<file path="src/rtl/branch_resolve_unit.sv">
// EX-stage branch resolution: checks the ID-time prediction against the actual
// outcome and issues a one-cycle corrective redirect plus front-end flush.
module branch_resolve_unit (
  input  logic        clk,
  input  logic        rst,
  input  logic        id_valid,
  input  logic        id_branchBType,
  input  logic        id_branchJAL,
  input  logic        id_branchJALR,
  input  logic [31:0] id_pc,
  input  logic [31:0] id_offset,
  input  logic        id_pred_taken,
  input  logic [31:0] id_pred_pc,
  input  logic        stall_ex,
  input  logic        ex_cond_true,
  input  logic [31:0] ex_rs1,
  output logic        redirect_valid,
  output logic [31:0] redirect_pc,
  output logic        flush_front,
  output logic [31:0] branch_cnt,
  output logic [31:0] mispred_cnt
);

  localparam int unsigned XLEN = 32;
  localparam logic [XLEN-1:0] CNT_MAX = '1;

  typedef enum logic [1:0] {
    BR_NONE = 2'd0,
    BR_B    = 2'd1,
    BR_JAL  = 2'd2,
    BR_JALR = 2'd3
  } br_type_e;

  typedef enum logic {
    IDLE    = 1'b0,
    RECOVER = 1'b1
  } state_e;

  state_e          state_q, state_d;
  logic            ent_valid_q, ent_valid_d;
  br_type_e        ent_type_q, ent_type_d;
  logic [XLEN-1:0] ent_pc_q, ent_pc_d;
  logic [XLEN-1:0] ent_off_q, ent_off_d;
  logic            ent_pred_taken_q, ent_pred_taken_d;
  logic [XLEN-1:0] ent_pred_pc_q, ent_pred_pc_d;

  logic            redirect_valid_q, redirect_valid_d;
  logic [XLEN-1:0] redirect_pc_q, redirect_pc_d;
  logic            flush_front_q, flush_front_d;
  logic [XLEN-1:0] branch_cnt_q, branch_cnt_d;
  logic [XLEN-1:0] mispred_cnt_q, mispred_cnt_d;

  br_type_e        id_type_c;
  logic            resolve_c;
  logic            act_taken_c;
  logic [XLEN-1:0] target_c;
  logic [XLEN-1:0] correct_pc_c;
  logic            mispredict_c;

  // Decode the ID branch class into a compact entry type
  always_comb begin
    id_type_c = BR_NONE;
    if (id_branchJALR)       id_type_c = BR_JALR;
    else if (id_branchJAL)   id_type_c = BR_JAL;
    else if (id_branchBType) id_type_c = BR_B;
  end

  // Actual outcome of the entry currently in EX
  always_comb begin
    resolve_c    = ent_valid_q && !stall_ex && (ent_type_q != BR_NONE) && (state_q == IDLE);
    act_taken_c  = 1'b0;
    target_c     = ent_pc_q + ent_off_q;
    case (ent_type_q)
      BR_B:    act_taken_c = ex_cond_true;
      BR_JAL:  act_taken_c = 1'b1;
      BR_JALR: begin
        act_taken_c = 1'b1;
        target_c    = (ex_rs1 + ent_off_q) & ~XLEN'(1);
      end
      default: act_taken_c = 1'b0;
    endcase
    correct_pc_c = act_taken_c ? target_c : ent_pc_q + XLEN'(4);
    mispredict_c = resolve_c &&
                   ((act_taken_c != ent_pred_taken_q) ||
                    (act_taken_c && ent_pred_taken_q && (target_c != ent_pred_pc_q)));
  end

  // Next-state for the entry, FSM, outputs and counters
  always_comb begin
    state_d          = state_q;
    ent_valid_d      = ent_valid_q;
    ent_type_d       = ent_type_q;
    ent_pc_d         = ent_pc_q;
    ent_off_d        = ent_off_q;
    ent_pred_taken_d = ent_pred_taken_q;
    ent_pred_pc_d    = ent_pred_pc_q;
    redirect_valid_d = mispredict_c;
    flush_front_d    = mispredict_c;
    redirect_pc_d    = redirect_pc_q;
    branch_cnt_d     = branch_cnt_q;
    mispred_cnt_d    = mispred_cnt_q;

    // Wrong-path bubble wins over both hold and load
    if ((state_q == RECOVER) || mispredict_c) begin
      ent_valid_d = 1'b0;
    end else if (!stall_ex) begin
      ent_valid_d      = id_valid;
      ent_type_d       = id_type_c;
      ent_pc_d         = id_pc;
      ent_off_d        = id_offset;
      ent_pred_taken_d = id_pred_taken;
      ent_pred_pc_d    = id_pred_pc;
    end

    case (state_q)
      IDLE:    if (mispredict_c) state_d = RECOVER;
      RECOVER: state_d = IDLE;
      default: state_d = IDLE;
    endcase

    if (mispredict_c) redirect_pc_d = correct_pc_c;
    if (resolve_c && (branch_cnt_q != CNT_MAX)) branch_cnt_d = branch_cnt_q + XLEN'(1);
    if (mispredict_c && (mispred_cnt_q != CNT_MAX)) mispred_cnt_d = mispred_cnt_q + XLEN'(1);
  end

  always_ff @(posedge clk) begin
    if (rst) begin
      state_q          <= IDLE;
      ent_valid_q      <= 1'b0;
      ent_type_q       <= BR_NONE;
      ent_pc_q         <= '0;
      ent_off_q        <= '0;
      ent_pred_taken_q <= 1'b0;
      ent_pred_pc_q    <= '0;
      redirect_valid_q <= 1'b0;
      redirect_pc_q    <= '0;
      flush_front_q    <= 1'b0;
      branch_cnt_q     <= '0;
      mispred_cnt_q    <= '0;
    end else begin
      state_q          <= state_d;
      ent_valid_q      <= ent_valid_d;
      ent_type_q       <= ent_type_d;
      ent_pc_q         <= ent_pc_d;
      ent_off_q        <= ent_off_d;
      ent_pred_taken_q <= ent_pred_taken_d;
      ent_pred_pc_q    <= ent_pred_pc_d;
      redirect_valid_q <= redirect_valid_d;
      redirect_pc_q    <= redirect_pc_d;
      flush_front_q    <= flush_front_d;
      branch_cnt_q     <= branch_cnt_d;
      mispred_cnt_q    <= mispred_cnt_d;
    end
  end

  assign redirect_valid = redirect_valid_q;
  assign redirect_pc    = redirect_pc_q;
  assign flush_front    = flush_front_q;
  assign branch_cnt     = branch_cnt_q;
  assign mispred_cnt    = mispred_cnt_q;

endmodule

</file>
<file path="config.mk">
export PLATFORM = sky130hd
export DESIGN_NAME = branch_resolve_unit
export DESIGN_NICKNAME = d
export VERILOG_FILES = /design/src/rtl/branch_resolve_unit.sv
export SDC_FILE = /design/constraint.sdc
export NUM_CORES = 1
export LEC_CHECK = 0
export ABC_AREA = 1
export CORE_AREA = 2 2 167 169
export CTS_BUF_LIST = sky130_fd_sc_hd__clkbuf_4 sky130_fd_sc_hd__clkbuf_8
export DETAILED_ROUTE_END_ITERATION = 6
export DIE_AREA = 0 0 169 171
export PLACE_DENSITY_LB_ADDON = 0.1
export SLEW_MARGIN = 20
export SYNTH_ARGS = -nofsm -noshare
export SYNTH_HDL_FRONTEND = slang
export SYNTH_SLANG_ARGS = --single-unit
</file>
<file path="constraint.sdc">
create_clock -name clk -period 8.45 [get_ports clk]
set_input_delay 2.1125 -clock clk [delete_from_list [all_inputs] [get_ports clk]]
set_output_delay 2.1125 -clock clk [all_outputs]
set_load 0.05 [all_outputs]
</file>
==> results of run 1 <==
[layout make-up]
cell class | instances | area [sq um]
clock buffer | 17 | 234
clock inverter | 15 | 205
fill | 2386 | 7830
inverter | 630 | 2370
multi-input combinational | 2035 | 9800
sequential | 198 | 3960
tap | 346 | 433
timing repair buffer | 251 | 2490
[final timing paths]
kind,cells past startpoint,slack [ns],endpoint,startpoint
worst min-delay path,2,0.48,redirect_pc[23]$_SDFFE_PP0P_,redirect_pc[23]$_SDFFE_PP0P_
worst min register to register,2,0.48,redirect_pc[23]$_SDFFE_PP0P_,redirect_pc[23]$_SDFFE_PP0P_
worst max-delay path,26,2.01,ent_pc_q[31]$_SDFFE_PP0P_,ex_rs1[15]
worst max register to register,25,3.60,ent_pc_q[31]$_SDFFE_PP0P_,ent_off_q[15]$_SDFFE_PP0P_
[critical path, cell delays in order]
cell,delay [ns]
clkdlybuf4s50_1,0.43
ha_1,0.39
nand2_1,0.15
nor2_1,0.29
nand2_1,0.22
nor4_1,0.60
nand2_1,0.22
nand2_1,0.10
nand2_1,0.06
nand3_2,0.11
nand2_1,0.07
nand2_1,0.05
nand2_1,0.05
nor2_1,0.08
nand2_1,0.06
nor2_1,0.19
nand3_1,0.10
nand2_1,0.07
nand2_1,0.05
buf_4,0.23
nand2_4,0.14
nand3_4,0.40
buf_12,0.38
nand2_1,0.11
inv_1,0.05
nor2_1,0.13
[layer usage]
layer | track usage (%) | part of all wire [%] | vias to the layer above
li1 | - | - | 9464
met1 | 54.7 | 43 | 8567
met2 | 59.2 | 42 | 1038
met3 | 7.56 | 11 | 102
met4 | 13.0 | 3.0 | 2
met5 | 0 | 0.023 | -
[cells by family after synthesis]
| logic type | after synthesis |
|---|---|
| AND/OR/NAND/NOR | 1714 |
| buffers and inverters | 726 |
| flip-flops | 198 |
| AO/OA/AOI/OAI | 187 |
| XOR/XNOR | 67 |
| adder cells (fa/ha/maj) | 67 |
[where the power goes]
| group | internal (mW) | switching (mW) |
|---|---|---|
| combinational | 0.290 | 0.547 |
| sequential | 0.977 | 0.0574 |
| clock | 0.242 | 0.442 |
| total | 1.51 | 1.05 |
[state kept, by name (all words and copies together) (netlist names)]
signal,count
state_q,1
branch_cnt,32
ent_type_q,2
ent_pc_q,32
flush_front,1
redirect_pc,32
ent_valid_q,1
ent_pred_taken_q,1
mispred_cnt,32
ent_off_q,32
ent_pred_pc_q,32
[metrics by stage]
stage / util (%) / hold WS [ns]
after floorplan: - / 0.491
after global placement: 69.8 / 0.454
after detailed placement: 69.8 / 0.456
after CTS: 71.4 / 0.474
after global routing: 71.4 / 0.501
final: 71.4 / 0.476
[cell usage in the layout, fill, tap and decap left out, drive strengths merged, types with 11 or more instances in the layout]
cell           synthesis  final
a21oi                103    103
buf                   52     18
clkbuf                44     17
clkdlybuf4s50          0    233
dfxtp                198    198
ha                    65     65
inv                  628    639
nand2                982    982
nand3                178    178
nand3b                11     11
nand4                154    154
nor2                 292    292
nor3                  63     63
nor4                  17     17
o21ai                 70     70
xnor2                 11     11
xor2                  56     56
==> run_results.csv, run 1 <==
group,metric,value,unit
status,status,"complete, no violations",
placed_design,port_buffers,234,
synth,synth.cell_area,16500,sq um
route,dr_total_vias,19173,
synth,synth_edf_count,0,
route,routed_wl,56700,microns
floorplanning,die_y,171,microns
power_and_ir_drop,peakVddDrop,0.000118,V
global_route,grt_overflow,0,
synth,synth_commonest_cells,"nand2_1, inv_1, nor2_1",
worst_setup_path,critPathLaunchType,"primary input",
timing,worst_pin_slew,0.924,ns
route,wl_per_cell,16.2,microns
worst_setup_path,cp_max_fo,61,
route,ant_nets,0,
global_route,grt_max_degree,119,
floorplanning,start_util,60.5,%
floorplanning,coreArea,27300,sq um
route,drt-vias-per-instance,5.49,
floorplanning,fp-row-count,61,
timing,min_period,6.44,ns
timing,timing.slew.headroom,38.4,%
synth,synth_mux_area_share,0,%
timing,tns,0,ns
cts,clock_sinks,198,
synth,ys_async_sr_fraction,0,%
synth,yosys-top-cells-area,"dfxtp_1, nand2_1, inv_1",
cts,cts_setup_buffers,0,
cts,cts_hold_buf,0,
timing,maxSlewViolCount,0,
worst_setup_path,cp_data_arrival_time,6.88,ns
placed_design,place_inst,3460,
finish,fin_nets,3337,
finish,synthToLayoutAreaGrowth,17.9,%
cts,clockBufferDepth,2,
finish,final_cells,3492,
run,cap_violations,0,
synth,ys_seq_elements,198,
cts,h-tree-depth,4,
cts,clock_latency,0.51,ns
worst_setup_path,critPathKind,"in -> reg",
synth,seq_area_frac_synth,24.0,%
timing,fin_crit_sh,76.3,%
global_route,globalRouteTotalUtil,38.7,%
synth,synth.net_count,3163,
finish,final_layout_size_suffix_gt1_share,3.18,%
worst_hold_path,hp-class,"reg -> reg",
global_route,antenna_found_initial,1,
cts,root_buffer,"clkbuf_8",
route,drtPass1Iterations,6,
synth,synth_xor_area_share,3.55,%
synth,ys_warn_count,0,
synth,synthAdderAreaFrac,5.16,%
power_and_ir_drop,power.density,131,nW/um^2
worst_setup_path,crit_required,8.88,ns
timing,fin_skew,0.0197,ns
cts,numCtsBuffers,17,
synth,synth_cell_types,46,
timing,final_hold_viol_count,0,
timing,setup_slack,2.01,ns
floorplanning,dieWidth,169,microns
floorplanning,dieArea,28900,sq um
floorplanning,io_pins,235,
power_and_ir_drop,total_power,2.56,mW
synth,synth_compound_area_share,6.01,%
placed_design,dp.final_hpwl,44200,microns
power_and_ir_drop,leakagePower,10.3,nW
global_route,grt_pass1_wl,87900,microns
synth,synth.most_common_cell,"nand2_1",
synth,synth_flop_cell,"dfxtp_1",
synth,postSynthCellCount,2959,
timing,finalSetupViolations,0,
placed_design,place_congestion,1.03,
worst_setup_path,end_kind,"flop",
finish,fin_area,19500,sq um
route,drt_first_iter_violations,2024,
placed_design,pre_cts_ws,1.73,ns
route,drcViolationCount,0,
timing,timing.fmax,0.155,GHz
cts,cts_tree,"yes",
finish,n_antenna_cell,0,
synth,synth_top_family_by_area,"simple AND/OR/NAND/NOR gates",
placed_design,place_area,19100,sq um
synth,synth_area_leader_cell,"dfxtp_1",
synth,yosysTopAreaCellShare,24.0,%
timing,rsz0062_at_grt,"no",
synth,syn_area_per_cell,5.59,sq um
synth,synth-simple-area-share,44.5,%
cts,clk_pin_slew,0.12,ns
global_route,grt_pass1_vias,17077,
cts,ctsResizeCount,0,
(Power assumes the default switching activity.)
==> inputs of run 2 (changes only) <==
- CORE_AREA: 2 2 167 169 -> 2 2 182 184
- DIE_AREA: 0 0 169 171 -> 0 0 184 186
- clock period: 8.45 -> 5.54 ns (I/O delays scaled with it)
==> run_results.csv, run 2 (synthesis results as in run 1) <==
group,metric,value,unit
power_and_ir_drop,p_sw,1.53,mW
floorplanning,fp-row-count,66,
worst_setup_path,r2r_end,"redirect_pc[30]$_SDFFE_PP0P_",
power_and_ir_drop,peakVddDrop,0.000160,V
finish,n_antenna_cell,0,
worst_setup_path,critPathLaunchType,"primary input",
floorplanning,dieWidth,184,microns
route,dr_total_vias,18817,
run,cap_violations,0,
power_and_ir_drop,power.density,195,nW/um^2
worst_setup_path,r2r_cells,24,
worst_setup_path,cp_common_cell,"nand2_1",
worst_setup_path,crit_start,"ex_rs1[0]",
finish,synthToLayoutAreaGrowth,18.3,%
global_route,grt_overflow,0,
timing,finalSetupViolations,0,
finish,fill_cells,3184,
placed_design,place_congestion,1.01,
route,drcViolationCount,0,
finish,final_layout_size_suffix_gt1_share,3.27,%
global_route,use_met2,50.7,%
timing,fin_crit_sh,90.4,%
worst_setup_path,crit_required,5.95,ns
global_route,grtUsageMet3,6.22,%
timing,worst_pin_slew,0.979,ns
power_and_ir_drop,internal-power,2.29,mW
route,routed_wl,58700,microns
cts,ctsResizeCount,0,
finish,regArea,3960,sq um
power_and_ir_drop,clockPowerShare,25.2,%
timing,maxSlewViolCount,0,
finish,fin_nets,3342,
timing,fin_skew,0.0268,ns
floorplanning,start_util,51.4,%
route,drt_first_iter_violations,1857,
power_and_ir_drop,seqPwrFrac,41.3,%
power_and_ir_drop,pwr-share-comb,33.4,%
worst_setup_path,cpMaxStageDelayCell,"o21ai_1",
cts,clock_sinks,198,
cts,clockBufferDepth,2,
global_route,antenna_found_initial,0,
cts,clock_latency,0.53,ns
floorplanning,coreArea,32200,sq um
route,drt-vias-per-instance,5.29,
cts,clk_pin_slew,0.11,ns
timing,timing.hold.ws,0.476,ns
cts,cts_hold_buf,0,
global_route,top_usage_layer,"met2",
global_route,grtUsageMet1,50.7,%
worst_setup_path,cp_max_fo,30,
power_and_ir_drop,leakagePower,10.3,nW
route,ant_nets,0,
placed_design,pre_cts_ws,-0.126,ns
placed_design,dp.final_hpwl,46000,microns
global_route,grt_max_degree,77,
route,drtPass1Iterations,6,
floorplanning,io_pins,235,
worst_setup_path,critPathKind,"in -> reg",
worst_hold_path,hold_end,"redirect_pc[3]$_SDFFE_PP0P_",
finish,final_common_cell,"nand2_1",
global_route,globalRouteTotalUtil,34.1,%
worst_hold_path,hp-class,"reg -> reg",
timing,timing.fmax,0.200,GHz
timing,timing.slew.headroom,34.7,%
timing,final_hold_viol_count,0,
cts,h-tree-depth,4,
worst_setup_path,end_kind,"flop",
worst_setup_path,cp_data_arrival_time,5.42,ns
power_and_ir_drop,power.share.switching,40.0,%
cts,root_buffer,"clkbuf_8",
placed_design,port_buffers,234,
floorplanning,dieArea,34200,sq um
global_route,grt_pass1_vias,16772,
worst_hold_path,min_from,"redirect_pc[3]$_SDFFE_PP0P_",
worst_hold_path,worstHoldPathCells,2,
status,status,"complete, no violations",
floorplanning,die_y,186,microns
route,wl_per_cell,16.5,microns
finish,final_cell_mix,"nand2_1, inv_1, nor2_1",
worst_setup_path,slowest_delay,0.48,ns
finish,multiInputGateArea,9800,sq um
cts,cts_setup_buffers,0,
timing,setup_slack,0.530,ns
global_route,grt_pass1_wl,90300,microns
cts,numCtsBuffers,17,
timing,rsz0062_at_grt,"no",
cts,cts_tree,"yes",
worst_setup_path,reg2reg_from,"ent_off_q[0]$_SDFFE_PP0P_",
worst_setup_path,rrSetupSlack,1.48,ns
timing,min_period,5.01,ns
## run 2: cell count changes in the layout (fill, tap and decap cells not counted), sizes merged
cell    before  now
inv        639  635
buf         18   23
clkbuf      17   20
## run 2: worst max path at each step
stage | end | depth (start not counted)
floorplan | redirect_pc[10]$_SDFFE_PP0P_ | 21
global placement | ent_pred_pc_q[30]$_SDFFE_PP0P_ | 25
detailed placement | ent_pred_pc_q[30]$_SDFFE_PP0P_ | 25
CTS | redirect_pc[30]$_SDFFE_PP0P_ | 25
global route | redirect_pc[24]$_SDFFE_PP0P_ | 26
finish | redirect_pc[30]$_SDFFE_PP0P_ | 25
## run 2: final cells by class
type / count / area share (%)
multi-input cells: 2035 / 50.1
flip-flops and latches: 198 / 20.3
repair buffers: 256 / 13.0
inverters: 630 / 12.1
well taps: 408 / 2.61
clock buffers: 20 / 1.37
clock inverters: 11 / 0.556
## run 2: power groups by stage
stage	logic [mW]	registers, mW	clock network (mW)
after floorplan	0.816	1.59	0
after global placement	1.23	1.61	0
after detailed placement	1.24	1.61	0
after CTS	1.25	1.58	0.975
after global routing	1.43	1.59	1.03
final	1.28	1.58	0.964
## run 2: worst max-delay path: cells and delay by family
kind            cells  cell delay (ns)
buf+inv             4             1.03
fa+ha+maj           1             0.46
compound gates      1             0.48
simple gates       19             2.04
## run 2: metrics by stage
| stage | area, sq um | cells | setup TNS (ns) | power (mW) | utilization (%) |
|---|---|---|---|---|---|
| 3_5_place_dp | 19200 | 3527 | -7.89 | 2.85 | 59.6 |
| 5_1_grt | 19600 | 3558 | 0 | 4.04 | 60.8 |
| 3_3_place_gp | 19200 | 3527 | -0.0329 | 2.84 | 59.6 |
| 4_1_cts | 19600 | 3558 | 0 | 3.80 | 60.8 |
| 6_report | 19600 | 3558 | 0 | 3.82 | 60.8 |
| 2_1_floorplan | 16500 | 2959 | 0 | 2.41 | - |
## run 2: per-layer routing
metal	up-vias	wire length [microns]
met5	-	0
met4	0	946
met3	67	6210
met2	862	24300
met1	8439	27200
li1	9449	-
==> inputs of run 3 (changes only) <==
- CAP_MARGIN: default -> 5
==> results of run 3 <==
No change in the layout: final DEF, timing and power equal those of run 2.
